==> src/rtl/key_entry_buffer.sv <==
// key_entry_buffer: turns keypad presses into hex entry words (E = backspace,
// F = commit) and queues committed words in a small FIFO feeding the display path.
module key_entry_buffer #(
    parameter int unsigned DIGITS    = 4,
    parameter int unsigned FIFO_AW   = 2,
    parameter logic [3:0]  BKSP_KEY  = 4'hE,
    parameter logic [3:0]  ENTER_KEY = 4'hF
) (
    input  logic                         clk,
    input  logic                         rst,
    input  logic [3:0]                   key,
    input  logic                         key_was_pressed,
    output logic [4*DIGITS-1:0]          entry,
    output logic [$clog2(DIGITS+1)-1:0]  entry_len,
    output logic [4*DIGITS-1:0]          out_data,
    output logic                         out_valid,
    input  logic                         out_ready,
    output logic [FIFO_AW:0]             fifo_level,
    output logic                         err
);

    localparam int unsigned EW    = 4 * DIGITS;
    localparam int unsigned LW    = $clog2(DIGITS + 1);
    localparam int unsigned VW    = FIFO_AW + 1;
    localparam int unsigned DEPTH = 2 ** FIFO_AW;

    logic [EW-1:0]      mem [DEPTH];
    logic [FIFO_AW-1:0] wr_ptr;
    logic [FIFO_AW-1:0] rd_ptr;

    logic [EW-1:0]      entry_nxt;
    logic [LW-1:0]      len_nxt;
    logic               err_nxt;
    logic               push;
    logic               pop;
    logic               full;

    // FIFO head is presented straight from registered state
    assign out_valid = (fifo_level != '0);
    assign out_data  = mem[rd_ptr];
    assign full      = (fifo_level == VW'(DEPTH));
    assign pop       = out_valid & out_ready;

    // Decode the key pulse into the next entry, error flag and push request
    always_comb begin
        entry_nxt = entry;
        len_nxt   = entry_len;
        err_nxt   = 1'b0;
        push      = 1'b0;
        if (key_was_pressed) begin
            if (key == BKSP_KEY) begin
                if (entry_len != '0) begin
                    entry_nxt = entry >> 4;
                    len_nxt   = entry_len - LW'(1);
                end else begin
                    err_nxt = 1'b1;
                end
            end else if (key == ENTER_KEY) begin
                // Full is judged on the registered level; a same-cycle pop does not help
                if (entry_len == '0 || full) begin
                    err_nxt = 1'b1;
                end else begin
                    push      = 1'b1;
                    entry_nxt = '0;
                    len_nxt   = '0;
                end
            end else begin
                if (entry_len < LW'(DIGITS)) begin
                    entry_nxt = EW'({entry, key});
                    len_nxt   = entry_len + LW'(1);
                end else begin
                    err_nxt = 1'b1;
                end
            end
        end
    end

    // Entry, error and FIFO bookkeeping registers
    always_ff @(posedge clk) begin
        if (rst) begin
            entry      <= '0;
            entry_len  <= '0;
            err        <= 1'b0;
            wr_ptr     <= '0;
            rd_ptr     <= '0;
            fifo_level <= '0;
        end else begin
            entry     <= entry_nxt;
            entry_len <= len_nxt;
            err       <= err_nxt;
            if (push) begin
                wr_ptr <= wr_ptr + FIFO_AW'(1);
            end
            if (pop) begin
                rd_ptr <= rd_ptr + FIFO_AW'(1);
            end
            case ({push, pop})
                2'b10:   fifo_level <= fifo_level + VW'(1);
                2'b01:   fifo_level <= fifo_level - VW'(1);
                default: fifo_level <= fifo_level;
            endcase
        end
    end

    // FIFO storage; contents need no reset since the pointers define validity
    always_ff @(posedge clk) begin
        if (push && !rst) begin
            mem[wr_ptr] <= entry;
        end
    end

endmodule

==> config.mk <==
export PLATFORM = sky130hd
export DESIGN_NAME = key_entry_buffer
export DESIGN_NICKNAME = d
export VERILOG_FILES = /design/src/rtl/key_entry_buffer.sv
export SDC_FILE = /design/constraint.sdc
export NUM_CORES = 1
export LEC_CHECK = 0
export ABC_AREA = 1
export BUFFER_PORTS_ARGS = -buffer_cell sky130_fd_sc_hd__buf_4
export CELL_PAD_IN_SITES_DETAIL_PLACEMENT = 0
export CELL_PAD_IN_SITES_GLOBAL_PLACEMENT = 2
export CORE_AREA = 2 2 106 108
export CTS_BUF_LIST = sky130_fd_sc_hd__clkbuf_4
export CTS_CLUSTER_SIZE = 20
export DETAILED_ROUTE_END_ITERATION = 6
export DIE_AREA = 0 0 108 110
export PLACE_DENSITY_LB_ADDON = 0.1
export SYNTH_ARGS = -nofsm -noshare
export SYNTH_HDL_FRONTEND = slang
export SYNTH_SLANG_ARGS = --single-unit
==> constraint.sdc <==
create_clock -name clk -period 2.6 [get_ports clk]
set_input_delay 0.52 -clock clk [delete_from_list [all_inputs] [get_ports clk]]
set_output_delay 0.52 -clock clk [all_outputs]
set_load 0.02 [all_outputs]
==> results.md <==
* Dominant cells by area after synthesis: edfxtp_1, dfxtp_1, nor2_1
* Worst-Margin Slew at 0.493 ns
* Clock Tree Root: clkbuf_4
* Critical Path, Cell by Cell: inv_1, buf_4, o21ai_0, o22ai_1, buf_4
* Synth cell types at 28
* Reg area at 0.00250 mm2
* Pins Over Slew Limit at 0
* P_leak at roughly 1.9 nW
* Post-CTS Setup Repair Bufs at 0
* Place WS at 0.377 ns
* Worst VDD drop at approximately 0.28 mV
* Fill count at 1058
* Largest buffer count on any clock path at 2
* Final worst clock skew at 0.0262 ns
* Starting Density at 37.5%
* Critical path type: register to primary output
* Final period util at 90.7%
* Hold_ws at 0.236 ns
* Syn. warnings at 0
* Leading area contributor after synthesis: edfxtp_1
* Endpoint type of the worst setup path: primary output
* Hold Vio Cnt, Final at 0
* Hold-fix buffers, CTS at 0
* DR vias at 2773
* Startpoint Class: register
* TritonCTS clock tree: built
* GRT Resource Usage Total at 15.4%
* Initial antenna violation count at 0
* RSZ-0062 raised after global routing: no
* Most used cell, CP: buf_4
* Final wirelength at 8.74 mm
* Synthesized area at 0.00401 mm2
* Largest net degree at the start of global routing at 33
* Post-Syn Area per Cell at 10.1 um2
* H-tree lvl count at 3
* Vias per Instance at ~4.7
* Final min period at 2.36 ns
* Max-cap violations at 0
* F_max at 424 MHz
* CP arrival at about 1.8 ns
* CTS clk-pin slew, worst paths at 0.16 ns
* Syn-to-layout area delta at 16.5%
* Sinks on the clock net at between 90 and 100
* Die Footprint at 0.0119 mm2
* Outcome: complete, no violations
* Site Rows at 38
* Crit path buf inv count at 3
* Share of the synthesized area in the top cell type at between 40% and 50%
* IO buf count at 47
* Maximum fanout along the worst path at 18
* GPL Wtd Cong at 0.767
* Placed cell areas at 0.00453 mm2
* Area of the multi-input gates at ~0.0012 mm2
* Worst-Skew Late Latency at about 0.42 ns
* Max-slew headroom at between 60% and 70%
* DRC viols at 0
* Area of the core at 0.0107 mm2
* CP max stage cell: dfxtp_1
* N_diodes at 0
* DPL Wire Length at 5.69 mm
* Seq/Total Area, Yosys at 62.5%
* Total gr overflow at 0
* Number of DRC markers in iteration 0 at about 130
* Top delay family on crit path: buffers and inverters
* Resized Gates After CTS at 0
* Setup violations, final at 0
* Layout Cell Area excl Fill at 0.00467 mm2
* Post-route ant nets at 0
* Synth Instances at about 400
* # IOs at 48
* Worst Slack Setup Final at 0.242 ns
* Synth Register Bits at between 90 and 100
* Design Power at 2.84 mW
* First-pass GRT wire length at 13.7 mm
* Largest stage delay, worst path at 0.35 ns
* Die W at between 100 and 150 um
* Vias in the first global route at around 2600
* Die H at 110 um
* TritonCTS buffer count at 9
* Final setup TNS at 0 ns
* Hold/Removal Path Class: input pin to register
* DR pass1 iterations at 4
* PwrDens at 609 mW/mm2
* NumNets Final at 468
* Share of cells above drive strength 1 at 21.1%
* Wire per inst at around 15 um
* Syn nets at 414
* Critical path data required time at 2.08 ns
## state kept, by name (all words and copies together) (netlist names), named ones only
register and flops:
wr_ptr 2, fifo_level 3, entry 16, err 1, entry_len 3, mem 64
rd_ptr 2
## worst register-to-register path: stages (launching register included)
cell,delay (ns)
dfxtp_1,0.36
inv_1,0.10
ha_1,0.15
inv_1,0.04
nor2_1,0.15
inv_1,0.09
nand4_1,0.17
ha_1,0.18
inv_1,0.06
fa_1,0.37
a21oi_1,0.14
o21ai_0,0.10
o21ai_0,0.16
a21oi_1,0.05
## power by group
part	total [mW]	internal, mW	switching [mW]
clock	0.789	0.295	0.494
sequential	1.70	1.63	0.0641
combinational	0.358	0.138	0.219
total	2.84	2.06	0.778
## cells in the final DEF (no fill, tap or decap)
cell,synthesis,layout
a21boi_0,1,1
a21oi_1,8,8
a21oi_4,1,1
a31oi_1,1,1
buf_4,1,58
bufinv_16,0,1
clkbuf_4,0,9
clkinv_1,1,1
clkinvlp_4,0,3
dfxtp_1,29,29
edfxtp_1,64,64
fa_1,1,1
ha_1,8,8
inv_1,43,43
inv_2,3,3
inv_6,0,2
nand2_1,51,51
nand2_2,12,12
nand3_2,1,1
nand3_4,2,2
nand4_1,7,7
nor2_1,77,77
nor2_2,4,4
o21ai_0,41,41
o22ai_1,25,25
xnor2_1,1,1
xor2_1,1,1
## logic make-up (layout without fill, tap and decap cells)
kind of cell | Yosys count | in the layout | synth area share [%]
xor gates and xnor gates | 2 | 2 | 0.437
buffers and inverters | 62 | 120 | 6.62
AOI/OAI and AO/OA | 77 | 77 | 10.8
adders and majority gates | 9 | 9 | 3.00
and+or+nand+nor | 154 | 154 | 16.7
DFF | 93 | 93 | 62.5
## cell type report
cell class | instances | area share (%)
multi-input cells | 242 | 26.5
repair buffers | 58 | 9.33
clock buffers | 9 | 1.45
flip-flops and latches | 93 | 53.6
well taps | 140 | 3.75
clock inverters | 6 | 1.50
inverters | 47 | 3.78
## synthesized netlist by cell type (all sizes together)
cell type and instances:
nand2 63, nor2 81, o22ai 25, xnor2 1, a21boi 1, ha 8, clkinv 1, inv 46
xor2 1, clkbuf 10, buf 5, a21oi 9, o21ai 41, nand4 7, a31oi 1, dfxtp 29
nand3 3, edfxtp 64, fa 1
## metal layers
layer | up-vias | share of wire (%) | global-route usage, % | wire, um
li1 | 1436 | - | - | -
met1 | 1281 | 51 | 21.1 | 4420
met2 | 54 | 46 | 24.6 | 3990
met3 | 2 | 3.4 | 3.88 | 293
met4 | 0 | 0.48 | 4.03 | 42
met5 | - | 0 | 0 | 0
## per-stage QoR
stage,util (%),std cells
6_report,43.6,595
2_1_floorplan,-,397
3_5_place_dp,42.3,580
4_1_cts,43.6,595
5_1_grt,43.6,595
3_3_place_gp,42.3,580
## path summary, 6_finish.rpt
| path | from | endpoint | slack (ns) | cells after the start |
|---|---|---|---|---|
| worst min-delay path | rst | fifo_level[1] | 0.24 | 2 |
| worst min register to register | rd_ptr[1] | rd_ptr[1] | 0.48 | 2 |
| worst max register to register | entry_len[0] | fifo_level[2] | 0.39 | 13 |
| worst max-delay path | register | out_data[15] | 0.24 | 5 |
No activity file was read; power rests on OpenSTA's default activity.
